===== config.mk =====
export PLATFORM = sky130hd
export DESIGN_NAME = vid_stream_testgen
export DESIGN_NICKNAME = d
export VERILOG_FILES = /design/src/rtl/vid_stream_testgen.sv
export SDC_FILE = /design/constraint.sdc
export NUM_CORES = 1
export LEC_CHECK = 0
export BUFFER_PORTS_ARGS = -buffer_cell sky130_fd_sc_hd__buf_2
export CELL_PAD_IN_SITES_DETAIL_PLACEMENT = 1
export CELL_PAD_IN_SITES_GLOBAL_PLACEMENT = 1
export CORE_ASPECT_RATIO = 1.5
export CORE_UTILIZATION = 43
export DETAILED_ROUTE_END_ITERATION = 10
export GPL_ROUTABILITY_DRIVEN = 1
export PLACE_DENSITY = 0.91
export SYNTH_ARGS = -nofsm -noshare
export SYNTH_HDL_FRONTEND = slang
export SYNTH_SLANG_ARGS = --single-unit

===== constraint.sdc =====
create_clock -name m_axis_vid_aclk -period 3.7 [get_ports m_axis_vid_aclk]
set_input_delay 0.925 -clock m_axis_vid_aclk [delete_from_list [all_inputs] [get_ports m_axis_vid_aclk]]
set_output_delay 0.925 -clock m_axis_vid_aclk [all_outputs]
set_load 0.02 [all_outputs]

===== src/rtl/vid_stream_testgen.sv =====
// AXI4-Stream video test pattern master: emits raster frames (tuser on first pixel,
// tlast on each line end) with selectable patterns, honouring tready backpressure.
`timescale 1ns/1ps

module vid_stream_testgen (
    input  logic        m_axis_vid_aclk,
    input  logic        aresetn,
    output logic [31:0] m_axis_vid_tdata,
    output logic        m_axis_vid_tvalid,
    input  logic        m_axis_vid_tready,
    output logic        m_axis_vid_tlast,
    output logic [0:0]  m_axis_vid_tuser,
    input  logic        cfg_enable,
    input  logic [11:0] cfg_width,
    input  logic [11:0] cfg_height,
    input  logic [1:0]  cfg_pattern,
    input  logic [23:0] cfg_color,
    input  logic [7:0]  cfg_line_gap,
    output logic        frame_done,
    output logic [15:0] frame_count,
    output logic        busy
);

    typedef enum logic [1:0] {
        IDLE,
        ACTIVE,
        LINE_GAP
    } state_t;

    state_t      state;
    logic [11:0] width_q;
    logic [11:0] height_q;
    logic [1:0]  pattern_q;
    logic [23:0] color_q;
    logic [7:0]  gap_q;
    logic [7:0]  gap_cnt;
    logic [11:0] x;
    logic [11:0] y;

    logic        handshake;
    logic        last_x;
    logic        last_y;
    logic [11:0] x_next;
    logic [11:0] y_next;

    function automatic logic [31:0] pixel(
        input logic [11:0] px,
        input logic [11:0] py,
        input logic [1:0]  pat,
        input logic [23:0] col
    );
        case (pat)
            2'd0:    pixel = {8'h00, col};
            2'd1:    pixel = {8'h00, px[7:0], px[7:0], px[7:0]};
            2'd2:    pixel = (px[4] ^ py[4]) ? {8'h00, col} : 32'h0;
            default: pixel = {4'h0, py, 4'h0, px};
        endcase
    endfunction

    assign handshake = m_axis_vid_tvalid & m_axis_vid_tready;
    assign last_x    = (x == width_q - 12'd1);
    assign last_y    = (y == height_q - 12'd1);
    assign x_next    = x + 12'd1;
    assign y_next    = y + 12'd1;

    // The next beat is always computed one step ahead so tdata/tlast/tuser are
    // registered and only move on a handshake, never during a stall.
    always_ff @(posedge m_axis_vid_aclk) begin
        if (!aresetn) begin
            state             <= IDLE;
            width_q           <= 12'd0;
            height_q          <= 12'd0;
            pattern_q         <= 2'd0;
            color_q           <= 24'd0;
            gap_q             <= 8'd0;
            gap_cnt           <= 8'd0;
            x                 <= 12'd0;
            y                 <= 12'd0;
            m_axis_vid_tdata  <= 32'd0;
            m_axis_vid_tvalid <= 1'b0;
            m_axis_vid_tlast  <= 1'b0;
            m_axis_vid_tuser  <= 1'b0;
            frame_done        <= 1'b0;
            frame_count       <= 16'd0;
            busy              <= 1'b0;
        end else begin
            frame_done <= 1'b0;
            case (state)
                IDLE: begin
                    if (cfg_enable && (cfg_width != 12'd0) && (cfg_height != 12'd0)) begin
                        width_q           <= cfg_width;
                        height_q          <= cfg_height;
                        pattern_q         <= cfg_pattern;
                        color_q           <= cfg_color;
                        gap_q             <= cfg_line_gap;
                        x                 <= 12'd0;
                        y                 <= 12'd0;
                        m_axis_vid_tdata  <= pixel(12'd0, 12'd0, cfg_pattern, cfg_color);
                        m_axis_vid_tlast  <= (cfg_width == 12'd1);
                        m_axis_vid_tuser  <= 1'b1;
                        m_axis_vid_tvalid <= 1'b1;
                        busy              <= 1'b1;
                        state             <= ACTIVE;
                    end
                end

                ACTIVE: begin
                    if (handshake) begin
                        m_axis_vid_tuser <= 1'b0;
                        if (!last_x) begin
                            x                <= x_next;
                            m_axis_vid_tdata <= pixel(x_next, y, pattern_q, color_q);
                            m_axis_vid_tlast <= (x_next == width_q - 12'd1);
                        end else if (!last_y) begin
                            x                <= 12'd0;
                            y                <= y_next;
                            m_axis_vid_tdata <= pixel(12'd0, y_next, pattern_q, color_q);
                            m_axis_vid_tlast <= (width_q == 12'd1);
                            if (gap_q != 8'd0) begin
                                m_axis_vid_tvalid <= 1'b0;
                                gap_cnt           <= gap_q;
                                state             <= LINE_GAP;
                            end
                        end else begin
                            m_axis_vid_tvalid <= 1'b0;
                            m_axis_vid_tlast  <= 1'b0;
                            frame_done        <= 1'b1;
                            frame_count       <= frame_count + 16'd1;
                            busy              <= 1'b0;
                            state             <= IDLE;
                        end
                    end
                end

                LINE_GAP: begin
                    // The entry cycle counts as the first gap cycle, hence the stop at 1.
                    if (gap_cnt == 8'd1) begin
                        m_axis_vid_tvalid <= 1'b1;
                        state             <= ACTIVE;
                    end else begin
                        gap_cnt <= gap_cnt - 8'd1;
                    end
                end

                default: state <= IDLE;
            endcase
        end
    end

endmodule


==> run summary, run 1 <==
Status: completed
Hold Path Depth: 2
Final period util: 97.80%
EDFF count, synth: 0
Most numerous cell in the Yosys netlist: nand2_1
Non-filler instance count after layout: 1,334
Post-synth top area share: 35.57%
DRT Pass-1 Iters: 7
DRC errors left: 0
Setup crit end kind: flop
M1 GR Usage: 32.43%
Buffers on Ports: 110
Synth Register Bits: 141
Crit Path Class: flop to flop
M3 GR Usage: 5.040%
Initial core utilization: 44.05%
Pwr/cell area: 472.4 nW/um^2
Area contributors post-synth: dfxtp_1, a21oi_1, nand2_1
Post-Place Cells: 1,301
Worst hold-check path type: flop to flop
Antenna violations before repair: 0
Most Crowded Layer GR: met2
Met2 usage: 53.62%
Clock slew at reported path FFs: 0.06 ns
Area Overhead vs Synth: 18.70%
Core area: 18,020 sq um
Final worst slack: 0.08148 ns
# rows: 60
YS warnings: 0
Antenna diodes: 0
Switching part of the total: 31.43%
Async S/R FF share, synth: 0%
Worst VDD drop: 0.3498 mV
Crit path time final: 3.619 ns
Root buf cell: clkbuf_16
Clk pwr share: 39.4%
I/O pins: 115
Drt initial violations: 668
Worst skew pair latency: 0.43 ns
Clock skew: 0.01024 ns
Max_cap viols: 0
Final #Nets: 1,175
TritonCTS clock tree: built
Clk sinks: 141
Grt ovf: 0
Power share of the sequential group: 38.6%
Setup violators final: 0
Top post-synthesis cells by count: nand2_1, dfxtp_1, a21oi_1, clkbuf_1, xnor2_1
Cell taking the most area after synthesis: dfxtp_1
Ys flop type: dfxtp_1
Post-synthesis sequential area ratio: 35.57%
Dpl hpwl: 18.84 mm
H-tree levels: 4
Slew Viols, Final: 0
Routed Antenna Nets: 0
Vias: 8,439
Worst-margin pin slew: 1.001 ns
Worst R2R Path Depth: 14
Pin count of the biggest net entering global routing: 53
Routability cong.: 0.8977
Post-synth cell types: 76
Setup WS pre-CTS: 0.06590 ns
CP Max Fanout: 17
CP arrival: 3.96 ns
Proportion of layout cells with a drive suffix above 1: 18.98%
Total CTS buffers: 17
Total routed wirelength: 27.83 mm
Worst EP required: 4.04 ns
Post-synthesis area per instance: 7.781 sq um
Die Outline Area: 19,020 sq um
Vias/cell: 6.326
GRT Overall Usage: 29.52%
Synthesized area: 7936 sq um
Fill cell count: 2,262
Synth Instances: 1,020
Worst slew margin: 33.05%
Switching power total: 1.399 mW
F_max: 276.4 MHz
Final Hold Viols: 0
Combinational power share: 22.0%
Post-CTS Hold Fix Bufs: 0
Setup crit start kind: flop
Vias in the first global route: 8,828
Average wire per standard cell: 20.87 microns
Die Y: 168.4 microns
Int Pwr: 3.051 mW
Pleak: 3.554 nW
Clock buffer depth: 2
Die span in x: 112.9 microns
First-pass GRT wire length: 44.74 mm
## critical path: stages (launching register included)
cell,delay (ns)
dfxtp_1,0.31
inv_1,0.08
ha_1,0.21
or4b_4,0.50
or3_4,0.37
a2111oi_4,0.36
nand4b_1,0.21
buf_4,0.18
buf_4,0.14
nor3_4,0.22
buf_6,0.20
and3_1,0.21
buf_12,0.16
a221oi_1,0.11
a21oi_1,0.26
## stage by stage
step                util [%]  area (sq um)  TNS [ns]  power, mW  hold WS, ns
global placement       48.61          8758         0      2.645       0.4405
finish                 52.28          9420         0      4.450       0.4652
floorplan                  -          7948         0      2.368       0.4329
CTS                    51.92          9355         0      4.444       0.4652
global route           52.28          9420   -0.1724      4.618       0.4960
detailed placement     48.61          8758         0      2.687       0.4488
## final timing paths
path	from	to	slack (ns)
hold reg to reg	color_q[0]	color_q[0]	0.47
setup / recovery	width_q[1]	m_axis_vid_tdata[9]	0.08
hold / removal	color_q[0]	color_q[0]	0.47
setup reg to reg	width_q[1]	m_axis_vid_tdata[9]	0.08
## sequential cells by signal, summed over array words and instances, names as in the netlist, 8 cells and up
name	count
m_axis_vid_tdata	28
color_q	24
frame_count	16
height_q	12
width_q	12
x	12
y	12
gap_cnt	8
gap_q	8
## cells in the final DEF (no fill, tap or decap), drive strengths merged, types with 13 or more instances in the layout
cell type,count
and3,18
nand2,166
xor2,15
nor2,45
xnor2,53
nand4,13
inv,26
nor4,28
buf,152
nor3,23
clkbuf,20
a21oi,139
dfxtp,141
nand3,39
o21ai,57
## routing by layer
| layer | routed length [microns] | part of all wire [%] |
|---|---|---|
| met3 | 1398 | 5.0 |
| met5 | 0 | 0 |
| met2 | 14440 | 52 |
| met4 | 1247 | 4.5 |
| met1 | 10740 | 39 |
## repair_timing
item	CTS	global route
resized for setup	0	14
setup buffers	1	1
endpoints found under the setup margin	1	60
pin swaps	1	2
## power by group through the flow
stage	logic (mW)	registers (mW)	clock network, mW
2_1_floorplan	0.605	1.76	0
3_3_place_gp	0.905	1.74	0
3_5_place_dp	0.943	1.74	0
4_1_cts	0.958	1.71	1.77
5_1_grt	1.06	1.73	1.83
6_report	0.980	1.72	1.75
## layout make-up
class	count	area, sq um	share of cell area [%]
clock buffers	20	446.7	4.742
clock inverters	11	142.6	1.514
flip-flops and latches	141	2823	29.96
multi-input cells	768	4717	50.07
repair buffers	152	925.9	9.829
inverters	25	93.84	0.9961
well taps	217	271.5	2.882
## kinds of logic after synthesis
kind of cell,after synthesis,share of synthesized area (%)
other,1,0.04725
multiplexers,3,0.3784
AND/OR/NAND/NOR,378,23.81
adder cells (fa/ha/maj),8,1.261
buffers and inverters,114,5.959
XOR/XNOR,74,9.207
AO/OA/AOI/OAI,301,23.77
flip-flops,141,35.57
(Power assumes the default switching activity.)
==> run 2: changes to the inputs <==
CORE_UTILIZATION = 45   (was 43)
GPL_TIMING_DRIVEN = 0   (was unset)
PLACE_DENSITY = 0.94   (was 0.91)
REMOVE_ABC_BUFFERS = 1   (was unset)
clock period = 4.6 ns   (was 3.7 ns; I/O delays follow)
==> run 2 against run 1 <==
Global-route usage up 1.7 points. Clock skew down 0.0040 ns. First-iteration DRC count down 24%. Hold slack worse by 0.0035 ns. Total power down 19%. Die area down 4.4%. Setup slack better by 0.10 ns. Combinational power down 21%. Sequential share of layout area up 0.60 points. Via count up 0.81%.
==> run summary, run 2 (same netlist as run 1, synthesis figures left out) <==
Status: completed
Area Overhead vs Synth: 16.35%
Crit Path Class: flop to flop
Grt ovf: 0 (unchanged)
Number of flip-flops in the largest register: 28 (unchanged)
Setup violators final: 0 (unchanged)
Clock buffer depth: 2 (unchanged)
Vias: 8,507 (+0.81%)
Most flop-heavy register: m_axis_vid_tdata
Tot Pwr: 3.621 mW (-19%)
Pleak: 3.418 nW (-3.8%)
Total routed wirelength: 28.36 mm (+1.9%)
Total CTS buffers: 17 (unchanged)
Met3 routed WL: 1.624 mm (+16%)
Max_cap viols: 0 (unchanged)
Final period util: 95.97% (-1.8 points)
Routability cong.: 0.8707 (-3.0%)
M1 WL: 10.00 mm (-6.9%)
Final core utilization: 53.46% (+1.2 points)
Top routing layer in use: met4
Clock slew at reported path FFs: 0.06 ns (about the same)
Worst VDD drop: 0.3464 mV (-0.96%)
Antenna violations before repair: 0 (unchanged)
Die span in x: 110.4 microns (-2.2%)
H-tree levels: 4 (unchanged)
Worst slew margin: 7.600% (-25 points)
# rows: 59 (-1.7%)
DRC errors left: 0 (unchanged)
Clock skew: 0.006210 ns (-0.004029 ns)
Pin count of the biggest net entering global routing: 106 (+100%)
First-pass GRT wire length: 44.93 mm (+0.43%)
Vias/cell: 6.539 (+3.4%)
Average wire per standard cell: 21.80 microns (+4.5%)
Top Registers: m_axis_vid_tdata x28, color_q x24, frame_count x16
Drt initial violations: 509 (-24%)
Die Y: 164.7 microns (-2.2%)
RSZ-0062 raised after global routing: no
Clk sinks: 141 (unchanged)
Setup crit end kind: flop
Final Hold Viols: 0 (unchanged)
Worst skew pair latency: 0.44 ns (about the same)
Total negative setup slack: 0 ns (unchanged)
Setup crit start kind: flop
Antenna diodes: 0 (unchanged)
Crit path time final: 4.415 ns (+0.7961 ns)
TritonCTS clock tree: built
DRT Pass-1 Iters: 7 (unchanged)
I/O pins: 115 (unchanged)
Initial core utilization: 45.94% (+1.9 points)
Routed Antenna Nets: 0 (unchanged)
Vias in the first global route: 8,674 (-1.7%)
Worst-margin pin slew: 1.386 ns (+0.3850 ns)
Final #Nets: 1,145 (-2.6%)
Proportion of layout cells with a drive suffix above 1: 17.00% (-2.0 points)
F_max: 226.5 MHz (-18%)
Commonest non-fill, non-tap cell in the layout: nand2_1
Fill cell count: 2,180 (-3.6%)
Root buf cell: clkbuf_16
Die Outline Area: 18,180 sq um (-4.4%)
Worst EP required: 4.94 ns (+0.90 ns)
GRT Overall Usage: 31.25% (+1.7 points)
Core area: 17,270 sq um (-4.1%)
Wire length on met2: 14.84 mm (+2.7%)
Dpl hpwl: 18.56 mm (-1.5%)
Slew Viols, Final: 0 (unchanged)
Pwr/cell area: 392.2 nW/um^2 (-17%)
Commonest cells after routing, fill and taps aside: nand2_1, dfxtp_1, a21oi_1, buf_2, xnor2_1
Buffers on Ports: 110 (unchanged)
Postcts setup bufs: 0 (-1)
CP arrival: 4.75 ns (+0.79 ns)
CP Max Fanout: 26 (+9)
Worst hold-check path type: flop to flop
Post-CTS Hold Fix Bufs: 0 (unchanged)
run 2: power breakdown:
group / internal [mW] / switching [mW] / leakage [nW]
combinational: 0.280 / 0.499 / 1.98
clock: 0.868 / 0.580 / 0.290
sequential: 1.30 / 0.0922 / 1.15
run 2: timing repair:
action,4_1_cts,5_1_grt
pin swaps,0,0
resized for setup,2,2
setup endpoints to repair,24,14
cloned,1,0
run 2: critical path, cell delays in order (launching register included):
cell,delay [ns]
dfxtp_1,0.39
inv_1,0.13
ha_1,0.26
or4b_4,0.53
or3_4,0.37
a2111oi_2,0.39
nand4b_1,0.30
nor3_4,0.53
buf_16,0.24
a31oi_1,0.33
or2_0,0.53
o221a_2,0.31
run 2: routing by layer:
layer | up-vias | GRT usage [%]
li1 | 3786 | -
met1 | 4133 | 32.02
met2 | 428 | 56.86
met3 | 160 | 5.908
met4 | 0 | 22.91
met5 | - | 0
run 2: final timing paths:
path	cells past startpoint	endpoint	startpoint	slack, ns
worst min register to register	2	m_axis_vid_tdata[26]	m_axis_vid_tdata[26]	0.46
worst max-delay path	11	gap_cnt[0]	width_q[0]	0.19
worst min-delay path	2	m_axis_vid_tdata[26]	m_axis_vid_tdata[26]	0.46
worst max register to register	11	gap_cnt[0]	width_q[0]	0.19
run 2: metrics by stage:
step           setup WS [ns]  instance area [sq um]  cells  hold WS [ns]
6_report              0.1854                   9234   1301        0.4616
5_1_grt              0.03690                   9234   1301        0.4904
4_1_cts              0.06683                   9219   1301        0.4677
3_5_place_dp        -0.04984                   8594   1268        0.4467
3_3_place_gp          -2.666                   8386   1257        0.4406
2_1_floorplan       -0.07008                   7569    934        0.4329
run 2: layout make-up:
cell class,instances,area (sq um),area share [%]
multi-input combinational,769,4725,51.17
sequential,141,2823,30.57
timing repair buffer,121,715.7,7.751
clock buffer,19,442.9,4.797
clock inverter,13,162.7,1.762
inverter,25,98.84,1.070
tap,213,266.5,2.886
